<file path="src/rtl/ext_irq_ctrl.sv">
// External interrupt controller: per-source gateways, enable mask, fixed-priority
// claim/complete handshake, registered external_interrupt and WFI wake.
module ext_irq_gateway (
  input  logic clk,
  input  logic rst,
  input  logic src,
  input  logic grant,
  input  logic done,
  output logic pending,
  output logic in_service
);
  typedef enum logic [1:0] {IDLE, PEND, INSV} gw_state_e;
  gw_state_e state;

  // Source level only matters in IDLE; a held line re-pends the cycle after completion.
  always_ff @(posedge clk) begin
    if (rst) state <= IDLE;
    else begin
      case (state)
        IDLE:    if (src)   state <= PEND;
        PEND:    if (grant) state <= INSV;
        INSV:    if (done)  state <= IDLE;
        default:            state <= IDLE;
      endcase
    end
  end

  assign pending    = (state == PEND);
  assign in_service = (state == INSV);
endmodule

module ext_irq_ctrl #(
  parameter int NUM_SRC = 8,
  parameter int IDW     = 4
) (
  input  logic               clk,
  input  logic               rst,
  input  logic [NUM_SRC-1:0] irq_src,
  input  logic               cfg_we,
  input  logic [NUM_SRC-1:0] cfg_enable,
  input  logic               claim_req,
  output logic               claim_valid,
  output logic [IDW-1:0]     claim_id,
  input  logic               complete_req,
  input  logic [IDW-1:0]     complete_id,
  output logic               external_interrupt,
  input  logic               core_wfi,
  output logic               wfi_wake
);
  logic [NUM_SRC-1:0] enable;
  logic [NUM_SRC-1:0] pending;
  logic [NUM_SRC-1:0] in_service;
  logic [NUM_SRC-1:0] cand;
  logic [NUM_SRC-1:0] grant;
  logic [NUM_SRC-1:0] done;
  logic [IDW-1:0]     win_id;

  assign cand = pending & enable;

  // Lowest-numbered candidate wins; scan from the top so the last hit is the lowest.
  always_comb begin
    win_id = '0;
    grant  = '0;
    for (int i = NUM_SRC - 1; i >= 0; i--) begin
      if (cand[i]) begin
        win_id   = IDW'(i + 1);
        grant    = '0;
        grant[i] = 1'b1;
      end
    end
  end

  genvar g;
  generate
    for (g = 0; g < NUM_SRC; g++) begin : gen_gw
      // ID 0 and out-of-range IDs never match any source, so they fall out naturally.
      assign done[g] = complete_req && (complete_id == IDW'(g + 1));
      ext_irq_gateway u_gw (
        .clk       (clk),
        .rst       (rst),
        .src       (irq_src[g]),
        .grant     (claim_req & grant[g]),
        .done      (done[g]),
        .pending   (pending[g]),
        .in_service(in_service[g])
      );
    end
  endgenerate

  always_ff @(posedge clk) begin
    if (rst) begin
      enable             <= '0;
      claim_valid        <= 1'b0;
      claim_id           <= '0;
      external_interrupt <= 1'b0;
      wfi_wake           <= 1'b0;
    end else begin
      if (cfg_we) enable <= cfg_enable;
      claim_valid        <= claim_req;
      if (claim_req) claim_id <= win_id;
      external_interrupt <= |cand;
      wfi_wake           <= core_wfi & external_interrupt;
    end
  end

  logic unused_ok;
  assign unused_ok = ^in_service;
endmodule

</file>
<file path="config.mk">
export PLATFORM = sky130hd
export DESIGN_NAME = ext_irq_ctrl
export DESIGN_NICKNAME = d
export VERILOG_FILES = /design/src/rtl/ext_irq_ctrl.sv
export SDC_FILE = /design/constraint.sdc
export NUM_CORES = 1
export LEC_CHECK = 0
export BUFFER_PORTS_ARGS = -buffer_cell sky130_fd_sc_hd__buf_2
export CELL_PAD_IN_SITES_DETAIL_PLACEMENT = 0
export CELL_PAD_IN_SITES_GLOBAL_PLACEMENT = 1
export CORE_MARGIN = 3
export CORE_UTILIZATION = 35
export DETAILED_ROUTE_END_ITERATION = 12
export HOLD_SLACK_MARGIN = 0.15
export PLACE_DENSITY = 0.8
export RECOVER_POWER = 25
export SYNTH_ARGS = -nofsm -noshare
export SYNTH_HDL_FRONTEND = slang
export SYNTH_SLANG_ARGS = --single-unit
export TNS_END_PERCENT = 5
</file>
<file path="constraint.sdc">
create_clock -name clk -period 1.5 [get_ports clk]
set_clock_uncertainty 0.1 [all_clocks]
set_input_delay 0.075 -clock clk [delete_from_list [all_inputs] [get_ports clk]]
set_output_delay 0.075 -clock clk [all_outputs]
set_load 0.01 [all_outputs]
</file>
==> impl_metrics.toml, run 1 <==
[status]
status = "finished, violations left"
violations = "setup timing"

[final_layout]
final_common_cell = "dlygate4sd3_1"
final_cell_area_um2 = 2130
mostFrequentLayoutCells = "29 x dlygate4sd3_1, 26 x dfxtp_1, 24 x buf_2, 20 x nor2_1"
nets = 253
fin_util_pct = 56.6
fill_cells = 345
syn_to_final_growth_pct = 50.5
fin_cells = 276
drive_gt1_share_pct = 29.4
num_antenna_cells = 0

[grt]
grt_max_degree = 19
grt-ovfl-total = 0
grt_use_total_pct = 16.0
grt_pass1_wl_um = 6260
grt_pass1_vias = 1390
antenna_found_initial = 0

[drt]
ant_nets = 0
dr.first_iter.drc_count = 74
wl_per_cell_um = 13.4
vias = 1390
finalWirelength_um = 3710
post-route-drc-count = 0
avgViaCountPerCell = 5.04
first_pass_iters = 4

[cts]
htree_num_levels = 2
cts_tree = "built"
cts_made_buffers = 5
clkTransAtPathRegs_ns = 0.07
clockBufferDepth = 2
clkSinkCount = 31
clock_latency_ns = 0.28
cts_root_buf = "clkbuf_8"

[critical_path]
critical_path.cell_chain = "nand3b_4 > nand4_4 > buf_6 > or4_1 > a21oi_2"
cp-end-kind = "register"
startpoint_type = "register"
cp_max_fo = 4
cp.arrival_ns = 1.63
worstSetupPathType = "register to register"
cp_slowest_stage_delay_ns = 0.44
crit_required_ns = 1.61
critPathSlowestCell = "or4_1"

[timing]
period_minus_slack_ns = 1.51
grt_setup_unrepaired = "true"
setup_viol = 1
period_share_pct = 101
fmax_mhz = 660
worst_pin_slew_ns = 0.397
tns_ns = -0.0148
finalMaxSlewViolations = 0
max-slew-margin-rel_pct = 73.2
hold_viol_final = 0
layout_setup_ws_ns = -0.0148

[yosys]
syn_avg_cell_area_um2 = 9.51
synth_fp_nets = 175
synth_cell_types = 42
netlist_instances = 149
yosys_warnings = 0
synth_seq_cells = 31
ys_seq_area_share_pct = 43.8
dominantRegCellSynth = "dfxtp_1"
synth_edf_count = 0
async_flop_share_pct = 0
synth_area_um2 = 1420

[placement]
place_area_um2 = 1710
placed_cells = 237
portBuffers = 32
place_ws_ns = -0.0441
hpwl_um = 2610
routabilityCongestion = 0.900

[min_path]
hp-class = "input pin to register"

[die]
die_w_um = 69.6
die-area_um2 = 4850
core.rowCount = 22
initial_utilization_pct = 37.6
core_area_um2 = 3770
ios = 33
die_h_um = 69.6

[job]
drv_cap = 0

[power_and_ir_drop]
power_density_nw_per_um2 = 861
leakage_nw = 0.987
ir_worst_vdd_mv = 0.537
==> stage by stage <==
step	power (W)	hold slack (ns)
after global placement	0.00115	0.198
after floorplan	0.00105	0.0581
after detailed placement	0.00116	0.204
final	0.00184	0.117
after global routing	0.00194	0.148
after CTS	0.00186	0.0846
==> cells in the mapped netlist, types with 2 or more instances <==
library cell | number | share of area (%)
nand3_1 | 4 | 1.4
nor2b_1 | 4 | 1.8
nor3_1 | 7 | 2.5
a21oi_2 | 3 | 1.9
dfxtp_1 | 31 | 44
nand2_1 | 13 | 3.4
clkbuf_1 | 3 | 0.79
nand2b_1 | 3 | 1.3
a21oi_1 | 7 | 2.5
o211a_1 | 2 | 1.4
and3b_1 | 2 | 1.2
o21ai_0 | 3 | 1.1
a31oi_1 | 2 | 0.88
nor2_1 | 20 | 5.3
nand3b_1 | 5 | 2.6
o22ai_1 | 3 | 1.3
mux2i_1 | 8 | 5.6
nand3b_4 | 4 | 5.6
or4_4 | 2 | 1.6
==> registers in the layout (all words and copies together), names as in the netlist <==
name and cells:
gen_gw.u_gw.state 16, wfi_wake 1, claim_id 4, enable 8
claim_valid 1, external_interrupt 1
==> kinds of logic after synthesis <==
family	Yosys count	synth area share, %
muxes	8	5.65
buffers and inverters	6	1.85
DFF	31	43.8
AOI/OAI and AO/OA	28	13.7
and+or+nand+nor	76	35.0
==> cell type report <==
cell class	count	area, um^2	share of cell area [%]
clock buffers	7	76.3	3.58
clock inverters	1	5.00	0.235
inverters	1	3.75	0.176
multi-input cells	112	797	37.4
flip-flops and latches	31	627	29.4
well taps	48	60.1	2.82
repair buffers	76	564	26.5
==> per-layer routing <==
| metal | track usage, % | wire (um) |
|---|---|---|
| met5 | 0 | 0 |
| met4 | 5.74 | 64 |
| met3 | 4.93 | 211 |
| met2 | 26.5 | 1770 |
| met1 | 19.5 | 1670 |
==> worst paths after layout <==
kind	endpoint	cells past startpoint	slack [ns]	start
setup / recovery	gen_gw[5].u_gw.state[1]	5	-0.01	gen_gw[1].u_gw.state[1]
hold / removal	claim_id[1]	3	0.12	claim_req
setup reg to reg	gen_gw[5].u_gw.state[1]	5	-0.01	gen_gw[1].u_gw.state[1]
hold reg to reg	gen_gw[1].u_gw.state[0]	1	0.33	gen_gw[1].u_gw.state[1]
==> timing repair <==
item	CTS	global route
hold buffers	28	1
setup buffers	1	1
pin swaps	4	0
gates resized for setup	6	8
hold endpoints to repair	26	1
setup endpoints to repair	6	13
==> power by group <==
part	internal (W)	switching [W]	total (W)
logic	0.000173	0.000129	0.000302
registers	0.000869	0.0000423	0.000912
clock network	0.000325	0.000298	0.000623
==> worst max-delay path, delay by kind of cell, from the launching register on <==
kind | cells | cell delay, ns
flops | 1 | 0.34
buf+inv | 1 | 0.13
simple gates | 3 | 0.71
compound gates | 1 | 0.16
(Power assumes the default switching activity.)
==> run 2, diff against run 1 <==
Settings changed: ABC_AREA from default to 1, CORE_UTILIZATION 35 to 34, PLACE_DENSITY 0.8 to 0.81.
==> run 2 against run 1 <==
The flow now finishes without violations; maximum frequency rose by 5.3%; routed wire length rose by 2.4%; die area rose by 9.9%; worst setup slack improved by 0.076 ns; cell area rose by 3.5%; critical endpoint is now wfi_wake; largest cell class unchanged; highest routed layer unchanged.
==> impl_metrics.toml, run 2 <==
[yosys]
synth_common_cells = "36 x nand2_1, 31 x dfxtp_1, 26 x nor2_1"
netlist_instances = 206
synth_area_um2 = 1530
synth_seq_cells = 31
async_flop_share_pct = 0
yosys_warnings = 0
synth_mux_area_share_pct = 0
ys_seq_area_share_pct = 40.7
dominantRegCellSynth = "dfxtp_1"
post-synth-top-count-cell = "nand2_1"
synth_top_family_by_area = "simple AND/OR/NAND/NOR gates"
synthAdderAreaFrac_pct = 0
synth_edf_count = 0
synth_cell_types = 25
synth_fp_nets = 232
yosysTopAreaCell = "dfxtp_1"
synth_top_area_share_pct = 40.7
yosys.area_share.simple_pct = 34.4
synth_compound_area_share_pct = 17.1
synth.top_cells.by_area = "dfxtp_1 41%, nand2_1 8.9%, nor2_1 6.4%, a21oi_2 5.7%, nand3_2 5.2%"
syn_avg_cell_area_um2 = 7.41
synthXorXnorAreaFrac_pct = 0

[drt]
avgViaCountPerCell = 4.52
dr.first_iter.drc_count = 54
post-route-drc-count = 0
ant_nets = 0
first_pass_iters = 4
vias = 1490
wl_per_cell_um = 11.5
finalWirelength_um = 3800

[critical_path]
r2r_cells = 3
cp_max_fo = 7
crit_family = "buffers and inverters"
crit_top_cell = "dlygate4sd3_1"
worstSetupPathType = "input pin to register"
crit_required_ns = 1.57
startpoint_type = "input pin"
cp.arrival_ns = 1.51
cp-end-kind = "register"
cp.depth = 5
r2r-start = "enable[5]"
critical_path.cell_chain = "buf_2 > dlygate4sd3_1 > buf_4 > nor2_1 > dlygate4sd3_1"
worst-path-buf-inv = 4
critPathSlowestCell = "dlygate4sd3_1"
cp_slowest_stage_delay_ns = 0.57
critPathLaunch = "rst"

[timing]
tns_ns = 0
max-slew-margin-rel_pct = 71.0
period_minus_slack_ns = 1.44
finalMaxSlewViolations = 0
fmax_mhz = 695
period_share_pct = 95.9
hold_ws_ns = 0.161
hold_viol_final = 0
grt_setup_unrepaired = "false"
layout_setup_ws_ns = 0.0609
worst_pin_slew_ns = 0.435
setup_viol = 0

[die]
die_w_um = 73.0
core_area_um2 = 4170
ios = 33
core.rowCount = 23
die-area_um2 = 5330
initial_utilization_pct = 36.6
die_h_um = 73.0

[grt]
grt_max_degree = 13
grtUsageMet2_pct = 25.7
grt_use_total_pct = 15.4
grt-ovfl-total = 0
grt_pass1_vias = 1508
top_usage_layer = "met2"
met1_usage_pct = 19.4
grt_pass1_wl_um = 6350
antenna_found_initial = 0
use_met3_pct = 3.31

[cts]
clockBufferDepth = 2
clkTransAtPathRegs_ns = 0.06
clock_latency_ns = 0.28
cts_tree = "built"
htree_num_levels = 2
cts_root_buf = "clkbuf_8"
clkSinkCount = 31
post_cts_resized = 0
cts_hold_buffers = 35
cts_setup_buffers = 0
cts_made_buffers = 5

[min_path]
hold_depth = 4
hp-class = "input pin to register"
hold_start = "rst"

[final_layout]
largest_reg_flops = 16
largest_registers = "gen_gw.u_gw.state: 16 flops, enable: 8 flops, claim_id: 4 flops"
top_register = "gen_gw.u_gw.state"
drive_gt1_share_pct = 27.9
nets = 305
mostFrequentLayoutCells = "36 x nand2_1, 35 x dlygate4sd3_1, 31 x dfxtp_1, 26 x nor2_1, 24 x buf_2"
final_common_cell = "nand2_1"
final_cell_area_um2 = 2210
syn_to_final_growth_pct = 44.7
num_antenna_cells = 0

[power_and_ir_drop]
ir_worst_vdd_mv = 0.618
leakage_nw = 0.970
power_density_nw_per_um2 = 966

[placement]
routabilityCongestion = 0.768
place_ws_ns = 0.304
portBuffers = 32
place_area_um2 = 1750
hpwl_um = 2690

[status]
status = "finished clean"

[job]
drv_cap = 0
[run 2: changes by cell type after synthesis, sizes merged, moves of 4 or more]
cell | before | now
nor3 | 7 | 1
mux2i | 8 | 0
nand3b | 10 | 0
a21oi | 10 | 22
inv | 1 | 27
o21ai | 3 | 14
nand2 | 14 | 45
nand3 | 4 | 22
nor2 | 20 | 33
nor2b | 4 | 0
[run 2: cells by family after synthesis]
logic type             after synthesis
and+or+nand+nor                    103
AOI/OAI and AO/OA                   41
DFF                                 31
buffers and inverters               31
[run 2: worst min-delay path: stages]
cell	delay, ns
buf_2	0.09
inv_1	0.13
o211ai_1	0.13
o21ai_1	0.06
[run 2: final timing paths]
path | to | slack, ns
hold reg to reg | gen_gw[7].u_gw.state[0] | 0.36
hold / removal | claim_id[0] | 0.16
setup / recovery | wfi_wake | 0.06
setup reg to reg | enable[5] | 0.14
[run 2: cell type report]
class                           count  area [um^2]
Fill cell                         418         1960
Multi-Input combinational cell    144          787
Sequential cell                    31          621
Timing Repair Buffer               69          515
Inverter                           28          105
Clock buffer                        6         82.6
Tap cell                           50         62.6
Clock inverter                      2         35.0
[run 2: report_power, final]
part / switching [W] / internal, W
combinational: 0.000192 / 0.000179
clock: 0.000298 / 0.000537
sequential: 0.0000493 / 0.000879
total: 0.000539 / 0.00159
[run 2: metrics by stage]
| step | std cells | total power (W) | utilization [%] |
|---|---|---|---|
| floorplan | 206 | 0.00114 | - |
| global route | 330 | 0.00225 | 52.9 |
| finish | 330 | 0.00213 | 52.9 |
| global placement | 287 | 0.00124 | 41.9 |
| detailed placement | 287 | 0.00124 | 41.9 |
| CTS | 330 | 0.00216 | 53.2 |
[run 2: per-layer routing]
layer  part of all wire [%]  routed length, um  up-vias
met5                      0                  0        -
met4                   0.95                 36        0
met3                    3.8                144        2
met2                     45               1730       32
met1                     50               1890      641
li1                       -                  -      815
